## config.mk

```make
export PLATFORM = sky130hd
export DESIGN_NAME = multiword_add_seq_flat
export DESIGN_NICKNAME = d
export VERILOG_FILES = /design/src/rtl/multiword_add_seq_pkg.sv /design/src/rtl/multiword_add_seq_if.sv /design/src/rtl/multiword_add_seq_add16_slice.sv /design/src/rtl/multiword_add_seq.sv /design/src/flat_wrapper.sv
export SDC_FILE = /design/constraint.sdc
export NUM_CORES = 1
export LEC_CHECK = 0
export CAP_MARGIN = 25
export CORE_MARGIN = 2
export CORE_UTILIZATION = 40
export CTS_CLUSTER_SIZE = 28
export DETAILED_ROUTE_END_ITERATION = 10
export DONT_BUFFER_PORTS = 1
export PLACE_DENSITY = 0.61
export SYNTH_ARGS = -nofsm -noshare
export SYNTH_HDL_FRONTEND = slang
export SYNTH_SLANG_ARGS = --single-unit
```

## constraint.sdc

```tcl
create_clock -name clk -period 7.55 [get_ports clk]
set_input_delay 1.51 -clock clk [delete_from_list [all_inputs] [get_ports clk]]
set_output_delay 1.51 -clock clk [all_outputs]
set_load 0.005 [all_outputs]
```

## src/rtl/multiword_add_seq_pkg.sv

```systemverilog
// Shared types and sizing for the sequential 64-bit word-serial adder.
// Holds the FSM state enum, word geometry and the packed result-flag bundle.
package multiword_add_seq_pkg;

    localparam int WORD_W    = 16;
    localparam int NUM_WORDS = 4;
    localparam int TOTAL_W   = 64;
    localparam int IDX_W     = $clog2(NUM_WORDS);

    typedef enum logic [1:0] {
        IDLE,
        ADD,
        DONE
    } state_t;

    typedef struct packed {
        logic carry;
        logic sign;
        logic zero;
        logic parity;
        logic overflow;
    } flags_t;

endpackage

```

## src/rtl/multiword_add_seq_if.sv

```systemverilog
// Request/result bundle of multiword_add_seq.
// master: start, input1, input2, cin out; busy, done, sum and flags in.
// slave : the mirror image, used by the adder itself.
interface multiword_add_seq_if;
    import multiword_add_seq_pkg::*;

    logic               start;
    logic [TOTAL_W-1:0] input1;
    logic [TOTAL_W-1:0] input2;
    logic               cin;
    logic               busy;
    logic               done;
    logic [TOTAL_W-1:0] sum;
    logic               carry;
    logic               sign;
    logic               zero;
    logic               parity;
    logic               overflow;

    modport master (
        output start, input1, input2, cin,
        input  busy, done, sum,
        input  carry, sign, zero, parity, overflow
    );

    modport slave (
        input  start, input1, input2, cin,
        output busy, done, sum,
        output carry, sign, zero, parity, overflow
    );

endinterface

```

## src/rtl/multiword_add_seq_add16_slice.sv

```systemverilog
// Combinational one-word adder reused every ADD cycle.
// Ports: a, b (word operands), ci (carry in) -> s (word sum), co (carry out).
module add16_slice
    import multiword_add_seq_pkg::*;
(
    input  logic [WORD_W-1:0] a,
    input  logic [WORD_W-1:0] b,
    input  logic              ci,
    output logic [WORD_W-1:0] s,
    output logic              co
);

    assign {co, s} = {1'b0, a} + {1'b0, b} + {{WORD_W{1'b0}}, ci};

endmodule

```

## src/rtl/multiword_add_seq.sv

```systemverilog
// 64-bit adder computed one 16-bit word per cycle through a single slice.
// Ports: clk, rst (sync, active high), bus (slave: start/operands in, status/sum/flags out).
module multiword_add_seq
    import multiword_add_seq_pkg::*;
(
    input  logic                clk,
    input  logic                rst,
    multiword_add_seq_if.slave  bus
);

    state_t             state_q, state_d;
    logic [IDX_W-1:0]   idx_q, idx_d;
    logic [TOTAL_W-1:0] a_q, a_d;
    logic [TOTAL_W-1:0] b_q, b_d;
    logic               c_q, c_d;
    logic [TOTAL_W-1:0] acc_q, acc_d;
    logic [TOTAL_W-1:0] sum_q, sum_d;
    flags_t             flags_q, flags_d;

    logic [WORD_W-1:0]  slice_s;
    logic               slice_co;

    add16_slice u_slice (
        .a  (a_q[idx_q*WORD_W +: WORD_W]),
        .b  (b_q[idx_q*WORD_W +: WORD_W]),
        .ci (c_q),
        .s  (slice_s),
        .co (slice_co)
    );

    always_comb begin
        state_d = state_q;
        idx_d   = idx_q;
        a_d     = a_q;
        b_d     = b_q;
        c_d     = c_q;
        acc_d   = acc_q;
        sum_d   = sum_q;
        flags_d = flags_q;
        unique case (state_q)
            IDLE, DONE: begin
                state_d = IDLE;
                if (bus.start) begin
                    a_d     = bus.input1;
                    b_d     = bus.input2;
                    c_d     = bus.cin;
                    idx_d   = '0;
                    state_d = ADD;
                end
            end
            ADD: begin
                acc_d[idx_q*WORD_W +: WORD_W] = slice_s;
                c_d   = slice_co;
                idx_d = idx_q + 1'b1;
                // Result and flags are published only once the top word lands,
                // so sum never shows a partially accumulated value.
                if (idx_q == IDX_W'(NUM_WORDS - 1)) begin
                    state_d          = DONE;
                    sum_d            = acc_d;
                    flags_d.carry    = slice_co;
                    flags_d.sign     = acc_d[TOTAL_W-1];
                    flags_d.zero     = ~|acc_d;
                    flags_d.parity   = ~^acc_d;
                    flags_d.overflow = (a_q[TOTAL_W-1] == b_q[TOTAL_W-1]) &&
                                       (acc_d[TOTAL_W-1] != a_q[TOTAL_W-1]);
                end
            end
            default: state_d = IDLE;
        endcase
    end

    always_ff @(posedge clk) begin
        if (rst) begin
            state_q <= IDLE;
            idx_q   <= '0;
            a_q     <= '0;
            b_q     <= '0;
            c_q     <= 1'b0;
            acc_q   <= '0;
            sum_q   <= '0;
            flags_q <= '0;
        end else begin
            state_q <= state_d;
            idx_q   <= idx_d;
            a_q     <= a_d;
            b_q     <= b_d;
            c_q     <= c_d;
            acc_q   <= acc_d;
            sum_q   <= sum_d;
            flags_q <= flags_d;
        end
    end

    assign bus.busy     = (state_q == ADD);
    assign bus.done     = (state_q == DONE);
    assign bus.sum      = sum_q;
    assign bus.carry    = flags_q.carry;
    assign bus.sign     = flags_q.sign;
    assign bus.zero     = flags_q.zero;
    assign bus.parity   = flags_q.parity;
    assign bus.overflow = flags_q.overflow;

endmodule

```

## src/flat_wrapper.sv

```systemverilog
// flat-port wrapper written by rule: the top's interface ports become plain ports
module multiword_add_seq_flat import multiword_add_seq_pkg::*;
  (clk, rst, bus_start, bus_input1, bus_input2, bus_cin, bus_busy, bus_done, bus_sum, bus_carry, bus_sign, bus_zero, bus_parity, bus_overflow);
  multiword_add_seq_if bus_i ();
  input  logic clk;
  input  logic rst;
  input wire logic [$bits(bus_i.start)-1:0] bus_start;
  input wire logic [$bits(bus_i.input1)-1:0] bus_input1;
  input wire logic [$bits(bus_i.input2)-1:0] bus_input2;
  input wire logic [$bits(bus_i.cin)-1:0] bus_cin;
  output wire logic [$bits(bus_i.busy)-1:0] bus_busy;
  output wire logic [$bits(bus_i.done)-1:0] bus_done;
  output wire logic [$bits(bus_i.sum)-1:0] bus_sum;
  output wire logic [$bits(bus_i.carry)-1:0] bus_carry;
  output wire logic [$bits(bus_i.sign)-1:0] bus_sign;
  output wire logic [$bits(bus_i.zero)-1:0] bus_zero;
  output wire logic [$bits(bus_i.parity)-1:0] bus_parity;
  output wire logic [$bits(bus_i.overflow)-1:0] bus_overflow;
  assign bus_i.start = bus_start;
  assign bus_i.input1 = bus_input1;
  assign bus_i.input2 = bus_input2;
  assign bus_i.cin = bus_cin;
  assign bus_busy = bus_i.busy;
  assign bus_done = bus_i.done;
  assign bus_sum = bus_i.sum;
  assign bus_carry = bus_i.carry;
  assign bus_sign = bus_i.sign;
  assign bus_zero = bus_i.zero;
  assign bus_parity = bus_i.parity;
  assign bus_overflow = bus_i.overflow;
  multiword_add_seq u_core (.clk(clk), .rst(rst), .bus(bus_i));
endmodule
```

Word-level counts from Yosys, hierarchy flattened
Index checks and enable logic that the tools add are counted.

$add $sub $neg: 4. Eq/ne operators: 7. Shift-type cells: 4. Muxes and demuxes: 8. Reductions and logical operators: 10.

Operators with widths (count): variable part select 64 x 7 -> 16 bit (2); bitwise mux 64 bit (1); OR reduction 64 bit (1); XNOR reduction 64 bit (1); variable shift 16 x 34 -> 64 bit (first input constant) (1); variable part select 16 x 34 -> 64 bit (1); negation 6 -> 34 bit (1); adder 16 x 16 -> 17 bit (1); adder 17 x 1 -> 17 bit (1); one-hot mux 2 bit (2 select lines) (2); AND reduction 2 bit (3); equality test 2 bit (second input constant) (2); 2-to-1 mux 2 bit (2); adder 2 x 1 -> 2 bit (second input constant) (1); equality test 2 x 1 -> 1 bit (second input constant) (1); zero test 2 bit (1); 2-to-1 mux 1 bit (2); inequality test 2 x 1 -> 1 bit (second input constant) (1); inequality test 2 bit (second input constant) (1); one-hot mux 1 bit (2 select lines) (1); nonzero test 2 bit (1); OR reduction 2 bit (1); equality test 1 bit (1); logical AND 1 bit (1); other kinds (2) (2).

Bits in registers: 266.

Depth between registers and ports, before layout
Word-level depth: 7. Depth in mapped cells: 21. Mapped depth without buffers: 19.

Modules after synthesis
From an unflattened synthesis, not the netlist that was laid out.

Cells, all modules: 1373. Area total of the unflattened synthesis: 12007.8 um2.

By module, submodules not included: multiword_add_seq (times used 1, cells each 1279, area an instance 11259.5 um2, seq. area each 5305.1 um2); add16_slice (times used 1, cells each 94, area an instance 748.2 um2, seq. area each 0.0 um2).

Worst setup path before layout
Ideal clock, no wire load.

Path type: register to register. Start: reg u_core.idx_q[0]. End: reg u_core.flags_q, in the netlist u_core.bus.parity. Library setup time: 0.079 ns. Data arrival time: 5.233 ns. Path slack: 2.237 ns. Cell stages (with the launch flop): 22. Buffers on the path: 3. Period minus slack after synthesis: 5.313 ns. Cells stage by stage: dfxtp_1 > clkbuf_1 > buf_1 > mux4_2 > ha_1 > o21a_1 > o21a_1 > o22a_2 > a31oi_2 > nor3_1 > or3_1 > buf_2 > a22oi_2 > ha_1 > xor2_1 > xnor2_1 > xnor2_1 > xnor2_1 > xnor2_1 > xnor2_2 > xnor2_1 > a211oi_2.

Word-level cells in the longest chain between the ends: 6. Elaborated cells between the ends (all ways): 11. Classes of those cells: add/sub: 3; eq/ne: 1; shift: 4; mux: 1; reduce/logical: 2.

RTL lines: from (decl) (line multiword_add_seq.sv:12) `logic [IDX_W-1:0] idx_q, idx_d;`; from (signal assigned) (line multiword_add_seq.sv:84) `idx_q <= idx_d;`; variable part select 64 x 7 -> 16 bit, on equally long branches (line multiword_add_seq.sv:24, multiword_add_seq.sv:25); adder 16 x 16 -> 17 bit (line multiword_add_seq_add16_slice.sv:13) `assign {co, s} = {1'b0, a} + {1'b0, b} + {{WORD_W{1'b0}}, ci};`; adder 17 x 1 -> 17 bit (line multiword_add_seq_add16_slice.sv:13); variable part select 16 x 34 -> 64 bit (line multiword_add_seq.sv:52) `acc_d[idx_q*WORD_W +: WORD_W] = slice_s;`; bitwise mux 64 bit (line multiword_add_seq.sv:52); XNOR reduction 64 bit (line multiword_add_seq.sv:63) `flags_d.parity = ~^acc_d;`; to (signal assigned) (line multiword_add_seq.sv:90) `flags_q <= flags_d;`; to (decl) (line multiword_add_seq.sv:18) `flags_t flags_q, flags_d;`.

Parallel ways exist; a longest one is shown, timed or not. A chain may end at the register's enable or synchronous reset.

Worst setup path in the final report
Start: reg u_core.idx_q[1]. End: reg u_core.flags_q, in the netlist u_core.bus.parity.

Same word-level chain as after synthesis.

==> out/metrics.csv <==
stage,metric,value,unit
global_routing,first-pass GRT wire length,52100,um
cts,Resized Gates After CTS,0,
global_routing,initial antenna violation count,1,
cts,CTS Buffer Depth,3,
drt,Post-Route WL,34000,um
cts,post-CTS setup buffer count,0,
critical_path,Critical Path RT,7.94,ns
synth,#FFs+latches synth,265,
floorplanning,IO Pins,203,
timing,setup_tns,0,ns
cells_and_area,register area,5310,sq um
power_and_ir_drop,total power,3.75,mW
timing,RSZ-0062 raised after global routing,false,
timing,Worst Tran Pin Value,1.06,ns
critical_path,"slowest stage cell, crit path",dfxtp_2,
timing,slew margin rel.,0.285,
synth,Post-Syn Nets,1524,
synth,xor and xnor area share after synthesis,0.0350,
cts,CTS tree,yes,
global_routing,vias in the first global route,9082,
timing,Hold Slack,0.451,ns
synth,share of the synthesized area in the top cell type,0.445,
cells_and_area,multi-input logic area,6160,sq um
critical_path,CP Launch Type,register,
cts,TritonCTS buffer count,30,
power_and_ir_drop,peak supply drop,162,uV
timing,Setup Skew,0.0144,ns
place,Routability Congestion,0.845,
synth,Synth Area in Simple Gates,0.154,
drt,post-route ant nets,0,
cts,clk_lat worst skew,0.56,ns
outcome,status,"finished, final reports clean",
floorplanning,Rows,63,
synth,complex-gate fraction of the synthesized area,0.205,
place,placed cells,1632,
synth,syn_area_per_cell,8.91,sq um
cells_and_area,"Cell Count, Final, Fillers Out",1691,
cts,Post-CTS Hold Buffers,0,
cells_and_area,Fill cells,2906,
cells_and_area,Layout area overhead,10.7,%
power_and_ir_drop,PwrDens,284,nW/um^2
critical_path,CP cell instances,mux4_2 -> fa_1 -> fa_1 -> a21oi_1 -> o21ai_1 -> a21oi_1 -> o21ai_1 -> a31oi_1 -> o21ai_1 -> a32oi_1 -> ha_1 -> xnor2_1 -> xnor2_1 -> xnor2_1 -> xnor2_1 -> xnor2_1 -> xnor2_2 -> xnor2_1 -> a211oi_2,
timing,Max Fclk,169,MHz
synth,post-synthesis sequential area ratio,0.445,
place,Placement Setup Slack,1.62,ns
floorplanning,Die ar.,31200,sq um
drt,DRC,0,
critical_path,crit-path leading delay family,compound AO/OA/AOI/OAI gates,
synth,post-synthesis adder-cell area fraction,0.0579,
synth,Yosys cell types,59,
critical_path,CP arrival,6.32,ns
synth,Ys Warns,0,
floorplanning,Die Span X,177,um
place,hpwl dp,23600,um
synth,Mapped Cells,1338,
synth,synthesized cell area,11900,sq um
cts,Max H-tree Level,1,
cts,"Reg clk slew, reported paths",0.06,ns
hold_path,Hold Path Class,register to register,
cts,Clock Tree Root,clkbuf_16,
timing,crit path time final,5.92,ns
global_routing,grt ovf,0,
critical_path,worst-path maximum fanout,37,
critical_path,most frequent CP cell,xnor2_1,
critical_path,CP endpoint kind,register,
timing,final setup fails,0,
timing,"Hold Violations, Final",0,
global_routing,GRT Total Usage,0.214,
global_routing,largest net degree at the start of global routing,266,
floorplanning,Core ar.,29500,sq um
cts,Sink Count,265,
synth,main combinational cell family by area after synthesis,compound AO/OA/AOI/OAI gates,
job,max cap viols,0,
place,PortBufs,0,
drt,Vias,9526,
timing,worst setup margin,1.63,ns
synth,dominant cell type by area after synthesis,dfxtp_1,
drt,DR vias/cell,5.63,
floorplanning,Initial Util,0.404,
drt,DRT Pass-1 Iters,5,
floorplanning,Die H,177,um
power_and_ir_drop,Leak Pwr,4.64,nW
synth,post-synthesis mux area share,0.0613,
critical_path,CP Buf/Inv Count,0,
cells_and_area,Total Nets Final,1462,
timing,max-slew violations,0,
synth,ranking of synthesized cells by area,"dfxtp_1, nand2_1, a211oi_1",
drt,Avg WL per Cell,20.1,um
timing,"Period Utilization, post-route",0.784,
critical_path,Max stage delay on crit path,0.98,ns
cells_and_area,layout cells sized above 1,0.0931,
critical_path,critical path type,register to register,
drt,DRT iter0 DRCs,847,
## per-layer routing
layer	up-vias	global-route usage	part of all wire
met5	-	0	0
met4	0	0.0706	0.036
met3	68	0.0384	0.073
met2	331	0.348	0.46
met1	4509	0.287	0.43
li1	4618	-	-
## cells by family (layout without fill, tap and decap cells)
| logic type | count (synthesis) | count (layout) |
|---|---|---|
| compound gates | 368 | 368 |
| fa+ha+maj | 54 | 54 |
| buf+inv | 116 | 78 |
| mux | 33 | 33 |
| xor+xnor | 45 | 45 |
| other cells | 0 | 1 |
| simple gates | 457 | 457 |
| flops | 265 | 265 |
## report_power, final
| group | total, mW | internal [mW] | leakage (nW) | switching (mW) |
|---|---|---|---|---|
| Combinational | 0.669 | 0.288 | 1.95 | 0.381 |
| Clock | 1.58 | 0.963 | 0.524 | 0.615 |
| Sequential | 1.51 | 1.46 | 2.16 | 0.0421 |
| Total | 3.75 | 2.72 | 4.64 | 1.04 |
## final timing paths
kind                          from           endpoint  slack, ns  depth (start not counted)
hold reg to reg   u_core.acc_q[60]   u_core.acc_q[60]       0.45                          2
hold / removal    u_core.acc_q[60]   u_core.acc_q[60]       0.45                          2
setup / recovery   u_core.idx_q[1]  u_core.bus.parity       1.63                         19
setup reg to reg   u_core.idx_q[1]  u_core.bus.parity       1.63                         19
## through the flow
stage | instance area, sq um | utilization
global route | 13200 | 0.448
CTS | 13200 | 0.446
finish | 13200 | 0.448
floorplan | 11900 | -
detailed placement | 12100 | 0.409
global placement | 12100 | 0.409
## sequential cells by signal, summed over array words and instances, names as in the netlist, 2 cells and up
| name | cells |
|---|---|
| u_core.a_q | 64 |
| u_core.acc_q | 64 |
| u_core.b_q | 64 |
| u_core.bus.sum | 63 |
| u_core.idx_q | 2 |
| u_core.state_q | 2 |
## synthesized netlist by cell type (all sizes together)
| cell type | instances |
|---|---|
| a211o | 3 |
| mux2i | 1 |
| nand2 | 272 |
| or4 | 1 |
| nand2b | 2 |
| a31oi | 2 |
| nor3 | 3 |
| a21o | 4 |
| ha | 52 |
| o22a | 1 |
| xor2 | 11 |
| mux4 | 32 |
| xnor2 | 34 |
| or2 | 1 |
| fa | 2 |
| dfxtp | 265 |
| clkbuf | 94 |
| nand3b | 2 |
| a211oi | 108 |
| a31o | 1 |
| a32oi | 7 |
| nor4b | 2 |
| buf | 10 |
| clkinv | 3 |
| o21bai | 2 |
| o31ai | 1 |
| a311oi | 2 |
| nor2b | 4 |
| nand3 | 5 |
| nor2 | 142 |
| nor4 | 4 |
| dlygate4sd3 | 1 |
| or3 | 3 |
| o22ai | 2 |
| and3 | 2 |
| nor4bb | 1 |
| o21a | 2 |
| a21oi | 148 |
| nor3b | 1 |
| o21ai | 8 |
| nand4 | 8 |
| and2 | 4 |
| a22oi | 77 |
| inv | 8 |
## layout make-up
class,instances,area share
Tap cell,390,0.0370
Antenna cell,1,0.000190
Inverter,11,0.00322
Sequential cell,265,0.402
Clock inverter,19,0.0191
Clock buffer,37,0.0635
Timing Repair Buffer,11,0.00797
Multi-Input combinational cell,957,0.467
## worst reg2reg max path, delay by kind of cell (launching register included)
family | cells | cell delay, ns
compound gates | 8 | 1.91
xor+xnor | 7 | 1.22
fa+ha+maj | 3 | 1.21
flops | 1 | 0.98
mux | 1 | 0.44
## cell usage in the layout, fill, tap and decap left out, drive strengths merged, types with 9 or more instances in the layout
master  count
inv        10
a22oi      77
nor2      142
ha         52
xnor2      34
a21oi     148
xor2       11
buf         9
clkbuf     38
dfxtp     265
mux4       32
nand2     272
a211oi    108
clkinv     10
Note: power is estimated with default switching activity, not from simulation.
